$ cat src/rtl/mem_port_arbiter_if.sv
// Bus bundle for mem_port_arbiter: fetch port, data port and single-port memory side.
// slave = arbiter view, master = requesters plus memory view.
interface mem_port_arbiter_if;
   logic        if_req;
   logic [31:0] if_addr;
   logic        if_gnt;
   logic        if_rvalid;
   logic [31:0] if_rdata;

   logic        d_req;
   logic        d_we;
   logic [31:0] d_addr;
   logic [31:0] d_wdata;
   logic        d_gnt;
   logic        d_rvalid;
   logic [31:0] d_rdata;

   logic [31:0] mem_addr;
   logic [31:0] mem_wdata;
   logic        mem_we;
   logic [31:0] mem_rdata;

   modport slave (
      input  if_req, if_addr, d_req, d_we, d_addr, d_wdata, mem_rdata,
      output if_gnt, if_rvalid, if_rdata, d_gnt, d_rvalid, d_rdata,
             mem_addr, mem_wdata, mem_we
   );

   modport master (
      output if_req, if_addr, d_req, d_we, d_addr, d_wdata, mem_rdata,
      input  if_gnt, if_rvalid, if_rdata, d_gnt, d_rvalid, d_rdata,
             mem_addr, mem_wdata, mem_we
   );
endinterface

$ cat src/rtl/mem_port_arbiter.sv
// Two-port (fetch/data) arbiter onto one single-port memory; one access per two cycles.
// Define ARB_STARVE_GUARD_EN to let fetch win after STARVE_LIMIT consecutive data grants.
module mem_port_arbiter #(
   parameter int unsigned STARVE_LIMIT = 4
) (
   input logic               clk,
   input logic               rst,
   mem_port_arbiter_if.slave bus
);

   typedef enum logic [1:0] {IDLE, ACCESS, RESP} state_t;

   state_t state;
   logic   win_data;
   logic   pick_data;
   logic   any_req;

   assign any_req = bus.if_req | bus.d_req;

`ifdef ARB_STARVE_GUARD_EN
   logic [3:0] starve_cnt;

   always_comb begin
      pick_data = bus.d_req && !(bus.if_req && (starve_cnt == 4'(STARVE_LIMIT)));
   end

   // Counter only moves on arbitration cycles; it cannot pass STARVE_LIMIT
   // because fetch wins as soon as the limit is reached.
   always_ff @(posedge clk or posedge rst) begin
      if (rst) begin
         starve_cnt <= '0;
      end else if (state != ACCESS) begin
         if (bus.if_req && pick_data)
            starve_cnt <= starve_cnt + 4'd1;
         else
            starve_cnt <= '0;
      end
   end
`else
   always_comb begin
      pick_data = bus.d_req;
   end
`endif

   always_ff @(posedge clk or posedge rst) begin
      if (rst) begin
         state         <= IDLE;
         win_data      <= 1'b0;
         bus.if_gnt    <= 1'b0;
         bus.d_gnt     <= 1'b0;
         bus.if_rvalid <= 1'b0;
         bus.d_rvalid  <= 1'b0;
         bus.if_rdata  <= '0;
         bus.d_rdata   <= '0;
         bus.mem_addr  <= '0;
         bus.mem_wdata <= '0;
         bus.mem_we    <= 1'b0;
      end else begin
         case (state)
            IDLE, RESP: begin
               bus.if_rvalid <= 1'b0;
               bus.d_rvalid  <= 1'b0;
               if (any_req) begin
                  win_data      <= pick_data;
                  bus.if_gnt    <= ~pick_data;
                  bus.d_gnt     <= pick_data;
                  bus.mem_addr  <= pick_data ? bus.d_addr : bus.if_addr;
                  bus.mem_wdata <= pick_data ? bus.d_wdata : '0;
                  bus.mem_we    <= pick_data & bus.d_we;
                  state         <= ACCESS;
               end else begin
                  state <= IDLE;
               end
            end
            ACCESS: begin
               bus.if_gnt <= 1'b0;
               bus.d_gnt  <= 1'b0;
               bus.mem_we <= 1'b0;
               // Writes capture too: d_rdata returns the pre-write contents.
               if (win_data) begin
                  bus.d_rdata  <= bus.mem_rdata;
                  bus.d_rvalid <= 1'b1;
               end else begin
                  bus.if_rdata  <= bus.mem_rdata;
                  bus.if_rvalid <= 1'b1;
               end
               state <= RESP;
            end
            default: begin
               bus.if_gnt <= 1'b0;
               bus.d_gnt  <= 1'b0;
               bus.mem_we <= 1'b0;
               state      <= IDLE;
            end
         endcase
      end
   end

endmodule
$ cat src/flat_wrapper.sv
// flat-port wrapper written by rule: the top's interface ports become plain ports
module mem_port_arbiter_flat 
#(
   parameter int unsigned STARVE_LIMIT = 4
)
  (clk, rst, bus_if_req, bus_if_addr, bus_d_req, bus_d_we, bus_d_addr, bus_d_wdata, bus_mem_rdata, bus_if_gnt, bus_if_rvalid, bus_if_rdata, bus_d_gnt, bus_d_rvalid, bus_d_rdata, bus_mem_addr, bus_mem_wdata, bus_mem_we);
  mem_port_arbiter_if bus_i ();
  input logic clk;
  input logic rst;
  input wire logic [$bits(bus_i.if_req)-1:0] bus_if_req;
  input wire logic [$bits(bus_i.if_addr)-1:0] bus_if_addr;
  input wire logic [$bits(bus_i.d_req)-1:0] bus_d_req;
  input wire logic [$bits(bus_i.d_we)-1:0] bus_d_we;
  input wire logic [$bits(bus_i.d_addr)-1:0] bus_d_addr;
  input wire logic [$bits(bus_i.d_wdata)-1:0] bus_d_wdata;
  input wire logic [$bits(bus_i.mem_rdata)-1:0] bus_mem_rdata;
  output wire logic [$bits(bus_i.if_gnt)-1:0] bus_if_gnt;
  output wire logic [$bits(bus_i.if_rvalid)-1:0] bus_if_rvalid;
  output wire logic [$bits(bus_i.if_rdata)-1:0] bus_if_rdata;
  output wire logic [$bits(bus_i.d_gnt)-1:0] bus_d_gnt;
  output wire logic [$bits(bus_i.d_rvalid)-1:0] bus_d_rvalid;
  output wire logic [$bits(bus_i.d_rdata)-1:0] bus_d_rdata;
  output wire logic [$bits(bus_i.mem_addr)-1:0] bus_mem_addr;
  output wire logic [$bits(bus_i.mem_wdata)-1:0] bus_mem_wdata;
  output wire logic [$bits(bus_i.mem_we)-1:0] bus_mem_we;
  assign bus_i.if_req = bus_if_req;
  assign bus_i.if_addr = bus_if_addr;
  assign bus_i.d_req = bus_d_req;
  assign bus_i.d_we = bus_d_we;
  assign bus_i.d_addr = bus_d_addr;
  assign bus_i.d_wdata = bus_d_wdata;
  assign bus_i.mem_rdata = bus_mem_rdata;
  assign bus_if_gnt = bus_i.if_gnt;
  assign bus_if_rvalid = bus_i.if_rvalid;
  assign bus_if_rdata = bus_i.if_rdata;
  assign bus_d_gnt = bus_i.d_gnt;
  assign bus_d_rvalid = bus_i.d_rvalid;
  assign bus_d_rdata = bus_i.d_rdata;
  assign bus_mem_addr = bus_i.mem_addr;
  assign bus_mem_wdata = bus_i.mem_wdata;
  assign bus_mem_we = bus_i.mem_we;
  mem_port_arbiter #(.STARVE_LIMIT(STARVE_LIMIT)) u_core (.clk(clk), .rst(rst), .bus(bus_i));
endmodule
$ cat config.mk
export PLATFORM = sky130hd
export DESIGN_NAME = mem_port_arbiter_flat
export DESIGN_NICKNAME = d
export VERILOG_FILES = /design/src/rtl/mem_port_arbiter_if.sv /design/src/rtl/mem_port_arbiter.sv /design/src/flat_wrapper.sv
export SDC_FILE = /design/constraint.sdc
export NUM_CORES = 1
export LEC_CHECK = 0
export ABC_AREA = 0
export CAP_MARGIN = 40
export CORE_MARGIN = 10
export CORE_UTILIZATION = 40
export CTS_CLUSTER_SIZE = 14
export DETAILED_ROUTE_END_ITERATION = 16
export PLACE_DENSITY = 0.8
export SYNTH_ARGS = -nofsm -noshare
export SYNTH_HDL_FRONTEND = slang
export SYNTH_SLANG_ARGS = --single-unit
$ cat constraint.sdc
create_clock -name clk -period 4.4 [get_ports clk]
set_input_delay 0.44 -clock clk [delete_from_list [all_inputs] [get_ports clk]]
set_output_delay 0.44 -clock clk [all_outputs]
set_load 0.01 [all_outputs]
* Word-level counts from Yosys, hierarchy flattened
Cells that the tools add are included.
Storage, ports and cells: flip-flop bits (word level) 136, input port bits 133, output and inout port bits 133
Cells by class: equal/unequal tests 5, mux-type cells 14, bitwise gates (word level) 4, reduce and logical (&&, ||, !) cells 8
Operators by type and width (number):
- $mux W32 | 2
- $reduce_and A2 Y1 | 5
- $mux W1 | 9
- $ne A2 B1 Y1 const B | 2
- $pmux W1 S2 | 2
- $pmux W2 S2 | 1
- $eq A2 B1 Y1 const B | 1
- $eq A2 B2 Y1 const B | 1
- $logic_not A2 Y1 | 1
- $ne A2 B2 Y1 const B | 1
- $not A1 Y1 | 2
- $reduce_bool A2 Y1 | 1
- $reduce_or A2 Y1 | 1
- $and A1 B1 Y1 | 1
- $or A1 B1 Y1 | 1

* Depth between registers and ports, before layout
depth after elaboration 4, gate-level depth with buffers 7, mapped depth without buffers 5

* Worst setup path before layout
OpenSTA, ideal clock, no wires.
path kind flip-flop to flip-flop, start register u_core.state[0], end register u_core.bus.if_rdata[0], arrival time 1267 ps, slack 3005 ps, stages on the path, launching flop included 6, buffers on the path 2, clock period less this slack 1395 ps, cells stage by stage dfrtp_1 > nor2b_4 > nor2b_1 > buf_2 > buf_6 > mux2_1
On the way: longest elaborated chain between the ends 2
Ends and longest elaborated chain:
- from (decl) | RTL line mem_port_arbiter.sv:13 | state_t state;
- from (signal assigned) | RTL line mem_port_arbiter.sv:47 | state <= IDLE;
- from (signal assigned) | RTL line mem_port_arbiter.sv:70 | state <= ACCESS;
- from (signal assigned) | RTL line mem_port_arbiter.sv:72 | state <= IDLE;
- $eq A2 B1 Y1 | RTL line mem_port_arbiter.sv:59 | case (state)
- $reduce_and A2 Y1 (no source line)
- to (signal assigned) | RTL line mem_port_arbiter.sv:84 | bus.if_rdata <= bus.mem_rdata;
- to (decl) | RTL line mem_port_arbiter_if.sv:25 | output if_gnt, if_rvalid, if_rdata, d_gnt, d_rvalid, d_rdata,
Every way passes these cells. A chain may end at the register's enable or synchronous reset.

* Final worst setup path
start input bus_d_req, end register u_core.bus.mem_addr[9] in the netlist's numbering
On the way: longest elaborated chain between the ends 2
Ends and longest elaborated chain:
- from (decl) | RTL line flat_wrapper.sv:12 | input wire logic [$bits(bus_i.d_req)-1:0] bus_d_req;
- $or A1 B1 Y1 | RTL line mem_port_arbiter.sv:18 | assign any_req = bus.if_req | bus.d_req;
- $reduce_and A2 Y1 (no source line)
- to (signal assigned) | RTL line mem_port_arbiter.sv:67 | bus.mem_addr <= pick_data ? bus.d_addr : bus.if_addr;
- to (decl) | RTL line mem_port_arbiter_if.sv:26 | mem_addr, mem_wdata, mem_we
Several ways; a longest one is shown, not always the timed one.

==> results.py <==
metrics = {
    "run_status": {
        "outcome": "finished clean",
    },
    "placement": {
        "io_buffers": 265,
        "dp_cells": 818,
        "dpl.hpwl_mm": 12.9,
        "gp_congestion": 0.787,
    },
    "sta": {
        "finalCritPeriodShare_pct": 50.1,
        "max_clock_freq_ghz": 0.453,
        "drv_slew": 0,
        "rsz0062_at_grt": "no",
        "clock_skew_ns": 0.00569,
        "final.setup.tns_ns": 0,
        "final-hold-violation-count": 0,
        "tightest_slew_ns": 0.836,
        "finalSetupViolations": 0,
        "slew_headroom_pct": 44.2,
        "post-route-min-period_ns": 2.21,
    },
    "global_route": {
        "grt_use_total_pct": 18.2,
        "grt_pass1_vias": 4805,
        "gr-total-overflow": 0,
        "grt_start_max_net_pins": 70,
        "antenna_found_initial": 0,
        "grt_pass1_wl_mm": 25.9,
    },
    "floorplanning": {
        "fp.dieArea_um2": 18300,
        "start_util_pct": 40.6,
        "pin_count": 266,
        "dieWidth_um": 135,
        "rows": 42,
        "coreArea_um2": 13100,
        "die_y_um": 135,
    },
    "yosys": {
        "synth_nets": 534,
        "yosysTopAreaCellShare_pct": 63.9,
        "yosys_warnings": 0,
        "synth_area_per_cell_um2": 13.3,
        "synthCells": 401,
        "ys.flop_type": "dfrtp_1",
        "yosys-top-cells-area": "dfrtp_1, mux2_1, mux2_2",
        "ys_types": 23,
        "synthMostInstantiatedCell": "dfrtp_1",
        "async_flop_share_pct": 100,
        "yosysSeqAreaShare_pct": 63.9,
        "yosysTopAreaCell": "dfrtp_1",
        "syn-cell-area_um2": 5330,
        "synth-edff-count": 0,
        "synth-seq-cells": 136,
        "synth.cells.most_frequent": "dfrtp_1, nor2_1, nor3_1",
    },
    "power": {
        "p_leak_nw": 3.62,
        "p_per_area_nw_per_um2": 566,
        "ir_drop_uv": 430,
    },
    "clock_tree": {
        "cts_made_buffers": 17,
        "clockBufferDepth": 2,
        "clock_latency_ns": 0.41,
        "clk_pin_slew_ns": 0.06,
        "cts_setup_buffers": 0,
        "cts_tree": "yes",
        "postCtsHoldBufs": 0,
        "cts_htree_levels": 4,
        "cts_sinks": 136,
        "cts-resized-gates": 0,
        "root_buffer": "clkbuf_16",
    },
    "layout": {
        "drive_gt1_share_pct": 11.3,
        "fillerInstances": 967,
        "fin_nets": 794,
        "regArea_um2": 3400,
        "multi_input_comb_area_um2": 1740,
        "n_antenna_cell": 0,
        "instances_no_fill": 850,
        "area_growth_syn_to_layout_pct": 64.9,
        "fin_util_pct": 66.9,
    },
    "min_path": {
        "hold_path_depth": 1,
        "hp-start": "u_core.bus.if_rdata[12]$_DFFE_PP0P_",
        "min_to": "u_core.bus.if_rdata[12]$_DFFE_PP0P_",
        "min_path_type": "reg2reg",
    },
    "drt": {
        "drc": 0,
        "first_iter_violations": 146,
        "vias": 4272,
        "routed_wl_mm": 16.9,
        "ant_nets": 0,
        "vias_per_cell": 5.03,
        "wl_per_cell_um": 19.9,
        "first_pass_iters": 6,
    },
    "critical_path": {
        "critPathKind": "in2reg",
        "r2r_setup_slack_ns": 2.26,
        "cp_data_arrival_time_ns": 2.49,
        "reg2reg_depth": 6,
        "reg2reg_from": "u_core.state[0]$_DFF_PP0_",
        "cp-end-kind": "register",
        "path_max_fanout": 40,
        "startpoint_type": "input port",
        "cp_data_required_time_ns": 4.69,
        "worstReg2RegEnd": "u_core.bus.mem_addr[9]$_DFFE_PP0P_",
    },
    "run": {
        "max_cap_viol_count": 0,
    },
}
power by group:
part | switching [mW] | internal (mW) | total (mW) | leakage, nW
sequential | 0.197 | 1.62 | 1.81 | 1.61
combinational | 0.629 | 0.968 | 1.60 | 1.69
clock | 0.524 | 1.03 | 1.56 | 0.316
worst max path at each step:
| stage | start | endpoint | slack (ns) | cells past startpoint |
|---|---|---|---|---|
| final | bus_d_req | u_core.bus.mem_addr[9]$_DFFE_PP0P_ | 2.19 | 8 |
| after global routing | u_core.state[0]$_DFF_PP0_ | u_core.bus.mem_addr[2]$_DFFE_PP0P_ | 2.03 | 6 |
| after CTS | bus_d_req | u_core.bus.mem_addr[9]$_DFFE_PP0P_ | 2.19 | 8 |
| after detailed placement | bus_d_req | u_core.bus.mem_addr[13]$_DFFE_PP0P_ | 1.74 | 8 |
| after global placement | bus_d_req | u_core.bus.mem_addr[11]$_DFFE_PP0P_ | 1.84 | 8 |
| after floorplan | rst | u_core.bus.d_gnt$_DFFE_PP0P_ | 0.32 | 1 |
flip-flops by register name (all words and copies together) (netlist names):
register / cells
u_core.bus.mem_addr: 32
u_core.bus.d_gnt: 1
u_core.bus.mem_we: 1
u_core.bus.d_rvalid: 1
u_core.bus.if_rdata: 32
u_core.bus.if_gnt: 1
u_core.bus.if_rvalid: 1
u_core.bus.mem_wdata: 32
u_core.state: 2
u_core.win_data: 1
u_core.bus.d_rdata: 32
placed cells by master, fill, tap and decap left out, types with 3 or more instances in the layout:
master           netlist  routed
a22o_1                32      32
buf_4                  1       4
bufinv_16              0       5
clkbuf_16              0      17
clkdlybuf4s50_1        0     265
clkinv_2               1       4
dfrtp_1              136     136
mux2_1                32      32
mux2_2                32      32
nand2_1                3       3
nand2b_1               3       3
nor2_1                51      51
nor3_1                35      35
nor3b_1               16      16
o32ai_1               16      16
metal layers:
layer	part of all wire (%)	GRT usage (%)	vias to the layer above
li1	-	-	1953
met1	39	19.4	2111
met3	7.1	6.75	35
met5	0	0	-
met4	2.9	8.67	0
met2	51	31.2	173
per-stage QoR:
| stage | hold slack [ns] | total power [mW] | area (µm²) | worst slack [ns] |
|---|---|---|---|---|
| 2_1_floorplan | 0.473 | 2.41 | 5330 | 0.321 |
| 5_1_grt | 0.501 | 5.20 | 8790 | 2.03 |
| 3_3_place_gp | 0.468 | 3.39 | 8080 | 1.84 |
| 4_1_cts | 0.489 | 5.03 | 8790 | 2.19 |
| 3_5_place_dp | 0.475 | 3.46 | 8130 | 1.74 |
| 6_report | 0.484 | 4.97 | 8790 | 2.19 |
area by class of cell:
type / instances / area share (%)
Inverter: 3 / 0.171
Multi-Input combinational cell: 230 / 19.8
Timing Repair Buffer: 273 / 31.3
Clock inverter: 12 / 2.25
Sequential cell: 136 / 38.7
Clock buffer: 20 / 5.20
Tap cell: 176 / 2.51
cell families (layout without fill, tap and decap cells):
logic type / Yosys count / count (layout) / share of synthesized area [%]
compound gates: 52 / 52 / 8.41
buf+inv: 35 / 308 / 3.64
flops: 136 / 136 / 63.9
mux: 64 / 64 / 13.5
simple gates: 114 / 114 / 10.5
worst max-delay path: stages:
cell	delay, ns
clkdlybuf4s50_1	0.40
buf_4	0.23
nor2_1	0.17
or2_1	0.12
buf_4	0.34
clkinv_2	0.45
nor2_1	0.23
nor3_1	0.08
No activity file was read; power rests on OpenSTA's default activity.
